`src/rtl/sub_pkg.sv`:
```
// Shared types and constants for the pipelined 8-bit carry-select subtractor.
//   nibble_t : 4-bit nibble
//   byte_t   : 8-bit operand/result
//   s2_t     : stage-2 register bundle (low nibble result plus both high-nibble candidates)
//   LATENCY  : edges from input acceptance to visible out_valid, counting the accepting edge
package sub_pkg;

  typedef logic [3:0] nibble_t;
  typedef logic [7:0] byte_t;

  typedef struct packed {
    nibble_t lo_diff;
    logic    c_lo;
    nibble_t hi_diff0;
    logic    c_hi0;
    nibble_t hi_diff1;
    logic    c_hi1;
    logic    a7;
    logic    b7;
  } s2_t;

  localparam int unsigned LATENCY = 3;

endpackage

```
`src/rtl/eight_bit_select_subtractor_if.sv`:
```
// Operand/result handshake bundle for eight_bit_select_subtractor.
//   in_valid/in_ready   : operand handshake (A, B, Bin)
//   out_valid/out_ready : result handshake (diff, borrow_out, overflow)
//   master : producer of operands / consumer of results
//   slave  : the subtractor
interface eight_bit_select_subtractor_if;
  import sub_pkg::*;

  logic  in_valid;
  logic  in_ready;
  byte_t A;
  byte_t B;
  logic  Bin;
  logic  out_valid;
  logic  out_ready;
  byte_t diff;
  logic  borrow_out;
  logic  overflow;

  modport master (
    output in_valid, A, B, Bin, out_ready,
    input  in_ready, out_valid, diff, borrow_out, overflow
  );

  modport slave (
    input  in_valid, A, B, Bin, out_ready,
    output in_ready, out_valid, diff, borrow_out, overflow
  );

endinterface

```
`src/rtl/nibble_sub.sv`:
```
// Combinational 4-bit subtract cell in two's-complement form: {cout, d} = a + ~b + cin.
//   a, b : nibble operands
//   cin  : carry in (1 means "no borrow")
//   d    : 4-bit result
//   cout : carry out (1 means "no borrow")
module nibble_sub
  import sub_pkg::*;
(
  input  nibble_t a,
  input  nibble_t b,
  input  logic    cin,
  output nibble_t d,
  output logic    cout
);

  logic [4:0] sum;

  assign sum  = {1'b0, a} + {1'b0, ~b} + {4'b0000, cin};
  assign d    = sum[3:0];
  assign cout = sum[4];

endmodule

```
`src/rtl/eight_bit_select_subtractor.sv`:
```
// Pipelined 8-bit carry-select subtractor: diff = A - B - Bin (mod 256).
//   clk     : clock, rising edge
//   reset_n : asynchronous active-low reset, flushes all in-flight operations
//   bus     : slave side of the operand/result handshake
// Three stages shift together on adv = !out_valid || out_ready:
//   S1 registers operands, S2 registers the low nibble and both high-nibble candidates,
//   S3 selects the high nibble with the low carry and registers the flags.
module eight_bit_select_subtractor
  import sub_pkg::*;
(
  input logic                          clk,
  input logic                          reset_n,
  eight_bit_select_subtractor_if.slave bus
);

  logic adv;

  // S1
  byte_t a_q, b_q;
  logic  bin_q, v1_q;

  // S2
  s2_t  s2_d, s2_q;
  logic v2_q;

  // S3
  byte_t diff_d, diff_q;
  logic  borrow_d, borrow_q;
  logic  ovf_d, ovf_q;
  logic  v3_q;

  // Bubbles are not collapsed: a stall freezes every stage at once.
  assign adv         = !v3_q || bus.out_ready;
  assign bus.in_ready = adv;

  nibble_sub u_lo (
    .a   (a_q[3:0]),
    .b   (b_q[3:0]),
    .cin (!bin_q),
    .d   (s2_d.lo_diff),
    .cout(s2_d.c_lo)
  );

  nibble_sub u_hi0 (
    .a   (a_q[7:4]),
    .b   (b_q[7:4]),
    .cin (1'b0),
    .d   (s2_d.hi_diff0),
    .cout(s2_d.c_hi0)
  );

  nibble_sub u_hi1 (
    .a   (a_q[7:4]),
    .b   (b_q[7:4]),
    .cin (1'b1),
    .d   (s2_d.hi_diff1),
    .cout(s2_d.c_hi1)
  );

  assign s2_d.a7 = a_q[7];
  assign s2_d.b7 = b_q[7];

  always_comb begin
    nibble_t hi;
    logic    c_hi;
    hi       = s2_q.hi_diff0;
    c_hi     = s2_q.c_hi0;
    if (s2_q.c_lo) begin
      hi   = s2_q.hi_diff1;
      c_hi = s2_q.c_hi1;
    end
    diff_d   = {hi, s2_q.lo_diff};
    borrow_d = !c_hi;
    ovf_d    = (s2_q.a7 != s2_q.b7) && (hi[3] != s2_q.a7);
  end

  always_ff @(posedge clk or negedge reset_n) begin
    if (!reset_n) begin
      a_q      <= '0;
      b_q      <= '0;
      bin_q    <= 1'b0;
      v1_q     <= 1'b0;
      s2_q     <= '0;
      v2_q     <= 1'b0;
      diff_q   <= '0;
      borrow_q <= 1'b0;
      ovf_q    <= 1'b0;
      v3_q     <= 1'b0;
    end else if (adv) begin
      a_q      <= bus.A;
      b_q      <= bus.B;
      bin_q    <= bus.Bin;
      // in_ready equals adv, so in_valid alone marks a transfer here
      v1_q     <= bus.in_valid;
      s2_q     <= s2_d;
      v2_q     <= v1_q;
      diff_q   <= diff_d;
      borrow_q <= borrow_d;
      ovf_q    <= ovf_d;
      v3_q     <= v2_q;
    end
  end

  assign bus.out_valid  = v3_q;
  assign bus.diff       = diff_q;
  assign bus.borrow_out = borrow_q;
  assign bus.overflow   = ovf_q;

endmodule

```
`src/flat_wrapper.sv`:
```
// flat-port wrapper written by rule: the top's interface ports become plain ports
module eight_bit_select_subtractor_flat import sub_pkg::*;
  (clk, reset_n, bus_in_valid, bus_A, bus_B, bus_Bin, bus_out_ready, bus_in_ready, bus_out_valid, bus_diff, bus_borrow_out, bus_overflow);
  eight_bit_select_subtractor_if bus_i ();
  input logic clk;
  input logic reset_n;
  input wire logic [$bits(bus_i.in_valid)-1:0] bus_in_valid;
  input wire logic [$bits(bus_i.A)-1:0] bus_A;
  input wire logic [$bits(bus_i.B)-1:0] bus_B;
  input wire logic [$bits(bus_i.Bin)-1:0] bus_Bin;
  input wire logic [$bits(bus_i.out_ready)-1:0] bus_out_ready;
  output wire logic [$bits(bus_i.in_ready)-1:0] bus_in_ready;
  output wire logic [$bits(bus_i.out_valid)-1:0] bus_out_valid;
  output wire logic [$bits(bus_i.diff)-1:0] bus_diff;
  output wire logic [$bits(bus_i.borrow_out)-1:0] bus_borrow_out;
  output wire logic [$bits(bus_i.overflow)-1:0] bus_overflow;
  assign bus_i.in_valid = bus_in_valid;
  assign bus_i.A = bus_A;
  assign bus_i.B = bus_B;
  assign bus_i.Bin = bus_Bin;
  assign bus_i.out_ready = bus_out_ready;
  assign bus_in_ready = bus_i.in_ready;
  assign bus_out_valid = bus_i.out_valid;
  assign bus_diff = bus_i.diff;
  assign bus_borrow_out = bus_i.borrow_out;
  assign bus_overflow = bus_i.overflow;
  eight_bit_select_subtractor u_core (.clk(clk), .reset_n(reset_n), .bus(bus_i));
endmodule
```
`config.mk`:
```
export PLATFORM = sky130hd
export DESIGN_NAME = eight_bit_select_subtractor_flat
export DESIGN_NICKNAME = d
export VERILOG_FILES = /design/src/rtl/sub_pkg.sv /design/src/rtl/eight_bit_select_subtractor_if.sv /design/src/rtl/nibble_sub.sv /design/src/rtl/eight_bit_select_subtractor.sv /design/src/flat_wrapper.sv
export SDC_FILE = /design/constraint.sdc
export NUM_CORES = 1
export LEC_CHECK = 0
export BUFFER_PORTS_ARGS = -buffer_cell sky130_fd_sc_hd__buf_4
export CELL_PAD_IN_SITES_DETAIL_PLACEMENT = 0
export CELL_PAD_IN_SITES_GLOBAL_PLACEMENT = 1
export CORE_UTILIZATION = 39
export CTS_CLUSTER_DIAMETER = 200
export DETAILED_ROUTE_END_ITERATION = 16
export PLACE_DENSITY = 0.73
export SLEW_MARGIN = 20
export SYNTH_ARGS = -nofsm -noshare
export SYNTH_HDL_FRONTEND = slang
export SYNTH_SLANG_ARGS = --single-unit
export TNS_END_PERCENT = 10
```
`constraint.sdc`:
```
create_clock -name clk -period 2.3 [get_ports clk]
set_input_delay 0.115 -clock clk [delete_from_list [all_inputs] [get_ports clk]]
set_output_delay 0.115 -clock clk [all_outputs]
set_load 0.05 [all_outputs]
```
==> run summary, run 1 <==
The run finished with clean final reports. Pin placement for this block handled 33 I/O pins. The detailed router placed 1524 vias in this run. Summed over all cells, the static leakage comes to 1.34 nW. The H-tree depth reported by CTS is 2.

The tools report the via count of the first global-routing pass as 1504. For the register area share after synthesis, the log shows 54.1%. In this run the worst path has a maximum fanout of 3. The post-detailed-route DRC marker count came out at 0. The post-layout instance count excluding filler cells is 338, and the number of clock sinks is 47. TritonCTS built the clock tree. The tools report the routed wire length as 3910 µm.

Clock tree synthesis inserted a total of 5 buffers. The post-place instance area is 2490 µm², and the share of the core filled with cells in the final layout is 51.6%. The synthesized area divided by synthesized cell count works out to 9.65 µm².

The finished cells cover 2700 µm². Kind of critical path: reg -> reg. Synthesis produced a netlist whose cell count is 225. Counting instances in the post-synthesis netlist gives the leading cell types as 69 x sky130_fd_sc_hd__nand2_1, 47 x sky130_fd_sc_hd__dfrtp_1, 20 x sky130_fd_sc_hd__o21ai_0.

The netlist uses 30 different library cells. Data on the critical path is required at its endpoint by 2490 ps. The most common cell in the synthesized netlist is sky130_fd_sc_hd__nand2_1. The routed length per instance works out to 11.6 µm. Setup slack on the critical path of the routed design comes to 82.2 ps. Counting tap cells, the placed design contains a total of 321 instances. The logs give 2660 µm for the final HPWL from detailed placement and 520 for the total of fill cells in the finished design.

The initial detailed-routing violation count was 103; the area fraction in compound gates after synthesis was 10.8%. The total of warnings raised by yosys was 0. For this configuration, the core starts out at a cell density of 41.5%. After floorplanning, the core was sized to cover 5240 µm².

Largest family of logic cells by synthesized area: simple AND/OR/NAND/NOR gates. CTS placed an instance of sky130_fd_sc_hd__clkbuf_8 at the clock tree root. In the post-synthesis netlist, the biggest area contributors are sky130_fd_sc_hd__dfrtp_1 54%, sky130_fd_sc_hd__nand2_1 12%, sky130_fd_sc_hd__ha_1 4.6%. Pin count of the biggest net entering global routing: 48. The post-layout total power is 3.55 mW, and the register area is 1180 µm². Clock latency on the worst-skew pair, taken at its later pin, is 310 ps. Total power per unit cell area: 1310 nW/µm².

Among all flip-flop cells after synthesis, the most frequent one is sky130_fd_sc_hd__dfrtp_1. Before antenna repair, the detailed router went through 4 iterations. Kind of launch point of the worst setup path: a flip-flop.

On the final layout, the worst clock skew is 9.36 ps. Die area: 5870 µm². Measured against its own limit, the worst slew margin works out to 61.2%.

The fraction of post-synthesis cell area in the top cell type by area is 54.1%, and the post-synthesis simple-gate area fraction is 16.5%. The remaining antenna violation count came out at 0. Async set or reset register ratio after synthesis: 100%.

The final weighted congestion in routability-driven placement is 0.827. Before CTS, the worst setup slack after placement is -62.0 ps. The net count of the finished layout is 299.

Setup violations remaining at the end of the flow were counted as 0. The number of flops mapped to enable cells by yosys came out at 0. The total of max-cap violations was 0; the tightest hold margin was 3.43 ps. The die span in y was 76.6 µm. The tools report the diode insertion count for antenna repair as 0.

The count of final max-slew check failures is 0, and the post-synthesis cell area is 2170 µm². sky130_fd_sc_hd__dfrtp_1 takes more of the synthesized area than any other cell. Transition time of the tightest slew-check pin: 582 ps. At the worst endpoint, the arrival time is 2410 ps. The post-synth net total was 257; the area added between synthesis and finish was 24.5%. Via density per instance: 4.51. In the final layout, the multi-input gates occupy 913 µm². IR analysis of the VDD net gives a maximum drop of 0.589 mV.

The run gives 0 as the final number of hold-violating endpoints. The fraction of the cycle the final worst path needs works out to 96.4%. The initialized floorplan defines 26 standard-cell rows. The number of register bits inferred by synthesis is 47. The largest buffer count on any clock path is 2.

The logs give 0 for the number of antenna violations at the first check in global routing and 15.1% for the overall global routing resource usage. Multiplexer cells account for 2.88% of the synthesized area. The tools report the global-route wire length before repair as 6810 µm. The tools report the fmax as 0.451 GHz.

Summed over all layers, the global routing overflow is 0. The post-route netlist has 20.1% of its cells at a drive strength greater than 1. The post-synthesis xor/xnor area fraction came out at 3.40%. Clock-pin slew was measured on the worst setup and hold paths at 80 ps. During placement, the flow inserted port buffers numbering 32.

STA classifies the critical path endpoint as a flip-flop. The min-delay analysis places its worst path in the category in -> reg. Measured along the x axis, the die boundary spans 76.6 µm. For the sum of negative setup slack, the log shows 0 ps.

The final period demand of the worst path is 2220 ps, and the adder-cell share of the synthesized area is 7.37%.
[placed cells by master (no fill, tap or decap)]
cell / count
sky130_fd_sc_hd__buf_4: 37
sky130_fd_sc_hd__nor2_1: 13
sky130_fd_sc_hd__nor2b_1: 2
sky130_fd_sc_hd__a211oi_2: 1
sky130_fd_sc_hd__xnor3_1: 1
sky130_fd_sc_hd__a2111oi_4: 1
sky130_fd_sc_hd__a2111oi_2: 1
sky130_fd_sc_hd__xor2_1: 3
sky130_fd_sc_hd__a21oi_1: 8
sky130_fd_sc_hd__inv_1: 16
sky130_fd_sc_hd__nand2_1: 69
sky130_fd_sc_hd__mux2_2: 2
sky130_fd_sc_hd__ha_1: 8
sky130_fd_sc_hd__mux2i_1: 4
sky130_fd_sc_hd__clkbuf_8: 6
sky130_fd_sc_hd__a21oi_2: 1
sky130_fd_sc_hd__nor3b_2: 1
sky130_fd_sc_hd__dlygate4sd3_1: 9
sky130_fd_sc_hd__o21ai_0: 20
sky130_fd_sc_hd__a31oi_1: 1
sky130_fd_sc_hd__clkinvlp_4: 1
sky130_fd_sc_hd__dfrtp_1: 47
sky130_fd_sc_hd__clkinv_4: 1
sky130_fd_sc_hd__xor2_2: 1
sky130_fd_sc_hd__nor3_1: 1
sky130_fd_sc_hd__a21o_1: 2
sky130_fd_sc_hd__o21a_1: 2
sky130_fd_sc_hd__o221a_1: 1
sky130_fd_sc_hd__nand2b_1: 1
sky130_fd_sc_hd__nand3_1: 1
sky130_fd_sc_hd__nand3b_1: 1
sky130_fd_sc_hd__nor2b_2: 1
sky130_fd_sc_hd__xnor2_1: 1
sky130_fd_sc_hd__fa_1: 3
[metal layers]
layer  vias to the layer above  global-route usage (%)  wire length, µm
met5                         -                       0                0
met4                         0                    6.35               80
met3                         6                    3.95              153
met2                        31                    23.6             1680
met1                       686                    19.8             1990
li1                        801                       -                -
[flip-flops by register name, indices dropped and copies added, names as in the netlist]
name / count
u_core.bus.diff: 8
u_core.bin_q: 1
u_core.v1_q: 1
u_core.v2_q: 1
u_core.b_q: 8
u_core.s2_q: 13
u_core.a_q: 8
u_core.bus.out_valid: 1
u_core.diff_d: 4
u_core.bus.borrow_out: 1
u_core.bus.overflow: 1
[worst max-delay path, cell delays in order, from the launching register on]
cell	delay, ps
sky130_fd_sc_hd__dfrtp_1	360
sky130_fd_sc_hd__inv_1	80
sky130_fd_sc_hd__ha_1	190
sky130_fd_sc_hd__inv_1	60
sky130_fd_sc_hd__fa_1	450
sky130_fd_sc_hd__inv_1	70
sky130_fd_sc_hd__ha_1	160
sky130_fd_sc_hd__inv_1	80
sky130_fd_sc_hd__a2111oi_2	340
sky130_fd_sc_hd__o221a_1	260
sky130_fd_sc_hd__a211oi_2	50
[cells by family (layout without fill, tap and decap cells)]
| group | Yosys count | in the layout |
|---|---|---|
| buffers and inverters | 27 | 70 |
| AO/OA/AOI/OAI | 38 | 38 |
| multiplexers | 6 | 6 |
| AND/OR/NAND/NOR | 90 | 90 |
| adder cells (fa/ha/maj) | 11 | 11 |
| flip-flops | 47 | 47 |
| XOR/XNOR | 6 | 6 |
[area by class of cell]
| class | instances | area share (%) |
|---|---|---|
| multi-input combinational | 151 | 33.8 |
| inverter | 16 | 2.22 |
| clock buffer | 6 | 3.05 |
| timing repair buffer | 46 | 13.6 |
| tap | 70 | 3.24 |
| clock inverter | 2 | 0.602 |
| sequential | 47 | 43.5 |
[what timing repair did]
action                                 CTS  global route
setup endpoints to repair                1             1
pin swaps                                0             1
gates cloned                             0             0
buffers inserted                         0             0
resized for setup                        1             2
hold buffers                             8             1
endpoints found under the hold margin   54             1
[where the power goes]
group          internal, mW  switching, mW
registers              1.16          0.187
logic                 0.657           1.01
clock network         0.246          0.294
[final timing paths]
check | start | to | slack, ps | cells after the start
setup reg to reg | u_core.b_q[4]$_DFFE_PN0P_ | u_core.s2_q[2]$_DFFE_PN0P_ | 80 | 10
min in group asynchronous | reset_n | u_core.bus.overflow$_DFFE_PN0P_ | 350 | 2
max in group asynchronous | reset_n | u_core.s2_q[2]$_DFFE_PN0P_ | 1560 | 2
hold reg to reg | u_core.diff_d[2]$_DFFE_PN0P_ | u_core.bus.diff[2]$_DFFE_PN0P_ | 470 | 2
setup / recovery | u_core.b_q[4]$_DFFE_PN0P_ | u_core.s2_q[2]$_DFFE_PN0P_ | 80 | 10
hold / removal | bus_B[6] | u_core.b_q[6]$_DFFE_PN0P_ | 3 | 3
Note: power is estimated with default switching activity, not from simulation.
==> run 2, diff against run 1 <==
--- a/config.mk
+++ b/config.mk
@@ -6,12 +6,11 @@
 export NUM_CORES = 1
 export LEC_CHECK = 0
 export BUFFER_PORTS_ARGS = -buffer_cell sky130_fd_sc_hd__buf_4
-export CELL_PAD_IN_SITES_DETAIL_PLACEMENT = 0
-export CELL_PAD_IN_SITES_GLOBAL_PLACEMENT = 1
-export CORE_UTILIZATION = 39
+export CORE_UTILIZATION = 50
 export CTS_CLUSTER_DIAMETER = 200
 export DETAILED_ROUTE_END_ITERATION = 16
-export PLACE_DENSITY = 0.73
+export PLACE_DENSITY = 0.72
+export SETUP_SLACK_MARGIN = 0.4
 export SLEW_MARGIN = 20
 export SYNTH_ARGS = -nofsm -noshare
 export SYNTH_HDL_FRONTEND = slang
==> run 2 against run 1 <==
Against the previous run: first-iteration DRC count decreased by 20%; clock-buffer cell count shrank 1; wire length about the same; design area rose by 2.3%; combinational power grew 8%; critical path type unchanged; highest routed layer unchanged; worst setup slack better by 150 ps.
==> run summary, run 2 (same netlist as run 1, synthesis figures left out) <==
Walking the worst path, the cells encountered are ha_4, inv_2, fa_2, inv_2, ha_4, nand2_2, a2111oi_4, o221a_1, a211oi_2. Summed over all nets, the half-perimeter wirelength after detailed placement is 2530 µm. Across the routed clock network, the largest skew measured is 3.63 ps. The worst reg-to-reg path cell count was 9; the number of search-and-repair iterations in the first detailed-routing pass was 4. The die is 67.9 µm wide. The worst setup path is captured at a flip-flop. Entering global routing, the biggest net connects 48 pins. Setup repair after global routing could not meet its margin everywhere. Routability-driven placement finished with a final weighted congestion of 0.829.

The critical path crosses 9 cells after its start point. At the worst endpoint, the required time is 2490 ps. Clock latency on the worst-skew pair, taken at its later pin, is 300 ps. The area added between synthesis and finish is 27.3%, and the via density per instance is 4.93.

The final period demand of the worst path is 2070 ps, and the total power per unit cell area is 1400 nW/µm². 0 antenna diodes ended up in the layout. The number of vias after detailed routing came out at 1568. The run finished with clean final reports.

The leakage power summed over all cells came out at 1.36 nW. The CTS root buffer is sky130_fd_sc_hd__clkbuf_8. The commonest non-fill, non-tap cell in the layout was sky130_fd_sc_hd__nand2_1.

Number of cells on the worst hold path: 3. The final layout contains routed wiring with a total length of 3910 µm. Of all nets on the critical path, the largest fanout is 2. 33 I/O pins were placed.

The register with the most flip-flops in the layout has 13 of them. The initial core utilization was 53.2%; the clock transition at the registers of the reported paths was 90 ps. Kind of critical path: reg -> reg. The via count of the first global-routing pass is 1466, and the number of buffers inserted during clock tree synthesis is 5. The final layout contains 299 nets. The first global-routing pass estimated 6480 µm of wire.

The initial detailed-routing violation count is 82, and the die span in y is 67.9 µm. The run gives 4610 µm² as the die area. The tightest min-delay check is of the in -> reg type. The logs give 327 for the total of fill cells in the finished design and 0 for the post-detailed-route DRC marker count. The count of nets left with antenna violations once routing finished came out at 0. The cell type group with the largest total delay on the critical path was adder cells.

The sum of negative setup slack is 0 ps, and the post-layout total power is 3.86 mW. The number of buffers and inverters on the critical path is 2. The worst path uses 89.9% of the clock period.

The overall global routing resource usage was 19.6%. The fraction of layout cells with a size suffix above 1 came out at 23.9%. The library cell contributing the largest single delay on the critical path is sky130_fd_sc_hd__fa_2. More flip-flops sit in one register than any other, and that register is u_core.s2_q. Buffers placed on the I/O ports in this run total 32.

The logs give 0 for the final number of hold-violating endpoints and 0 for the count of final max-slew check failures. The logs give 1180 µm² for the register area and 967 µm² for the area occupied by multi-input gates. The worst pin sits at a relative slew slack of 61.9%.

Row generation in the floorplan step produced 23 rows. The run gives 2 as the largest buffer count on any clock path. In this run the number of H-tree levels came out at 2. TritonCTS built the clock tree. For the pin with the worst max-slew slack, the measured transition is 571 ps. Data arrives at the worst endpoint at 2250 ps. The largest single stage delay on the critical path is 450 ps. The total area inside the core boundary comes to 4090 µm². The worst setup path is launched from a flip-flop. Timing would allow up to 0.484 GHz. The number of antenna violations at the first check in global routing was 0; the worst voltage drop across the vdd grid was 0.646 mV. For this run the aggregate overflow at the end of global routing stands at 0. In the final routed layout, each cell accounts on average for 12.3 µm. For the setup-violating endpoint count in the final report, the log shows 0. The top cell types in the final layout, fill and taps aside, are 68 x sky130_fd_sc_hd__nand2_1, 47 x sky130_fd_sc_hd__dfrtp_1, 39 x sky130_fd_sc_hd__buf_4. CTS saw 47 sinks. Max-cap violations in this run came to 0.
-- run 2: cell types whose count changed in the layout (fill, tap and decap cells not counted), moves of 2 or more --
cell                            previous run  this run
sky130_fd_sc_hd__ha_1                      8         6
sky130_fd_sc_hd__ha_4                      0         2
sky130_fd_sc_hd__dlygate4sd3_1             9         7
sky130_fd_sc_hd__bufinv_16                 0         2
sky130_fd_sc_hd__inv_2                     0         4
sky130_fd_sc_hd__inv_1                    16        12
sky130_fd_sc_hd__buf_4                    37        39
-- run 2: per-stage QoR --
step,setup slack (ps),std cells,util (%),hold slack [ps],cell area (µm²)
finish,232,318,67.7,10.3,2770
detailed placement,121,300,60.7,160,2480
global route,173,318,67.7,15.4,2770
CTS,247,318,67.2,4.10,2750
floorplan,236,225,-,-181,2190
global placement,180,300,60.7,158,2480
-- run 2: power by group --
part           leakage (nW)  switching, mW  internal, mW
sequential            0.558          0.189          1.16
combinational         0.734           1.07         0.729
clock                0.0644          0.283         0.433
total                  1.36           1.54          2.32
-- run 2: worst paths after layout --
path / slack [ps] / start / end
max in group asynchronous: 1570 / reset_n / u_core.diff_d[2]$_DFFE_PN0P_
max reg2reg: 230 / u_core.a_q[4]$_DFFE_PN0P_ / u_core.s2_q[2]$_DFFE_PN0P_
max: 230 / u_core.a_q[4]$_DFFE_PN0P_ / u_core.s2_q[2]$_DFFE_PN0P_
min: 10 / bus_B[6] / u_core.b_q[6]$_DFFE_PN0P_
min reg2reg: 460 / u_core.v2_q$_DFFE_PN0P_ / u_core.v2_q$_DFFE_PN0P_
min in group asynchronous: 350 / reset_n / u_core.bus.diff[6]$_DFFE_PN0P_
-- run 2: worst min-delay path: stages --
cell and delay [ps]:
sky130_fd_sc_hd__buf_4 70, sky130_fd_sc_hd__nand2_1 30, sky130_fd_sc_hd__o21ai_0 60
-- run 2: timing repair --
action / in CTS / in global routing
hold endpoints to repair: 53 / 0
buffers inserted: 3 / 0
gates resized for setup: 8 / 4
pin swaps: 6 / 4
endpoints found under the setup margin: 3 / 3
hold buffers: 7 / 0
gates cloned: 0 / 0
-- run 2: layout make-up --
| cell class | instances | share of cell area (%) |
|---|---|---|
| clock buffers | 5 | 2.49 |
| clock inverters | 3 | 2.44 |
| inverters | 16 | 2.17 |
| multi-input cells | 151 | 35.0 |
| flip-flops and latches | 47 | 42.5 |
| well taps | 50 | 2.26 |
| repair buffers | 46 | 13.1 |
-- run 2: layer usage --
layer / vias up / wire length, µm / share of wire (%) / track usage, %
met2: 32 / 1790 / 46 / 29.7
met3: 5 / 129 / 3.3 / 3.50
li1: 809 / - / - / -
met4: 0 / 74 / 1.9 / 10.9
met5: - / 0 / 0 / 0
met1: 722 / 1920 / 49 / 26.5
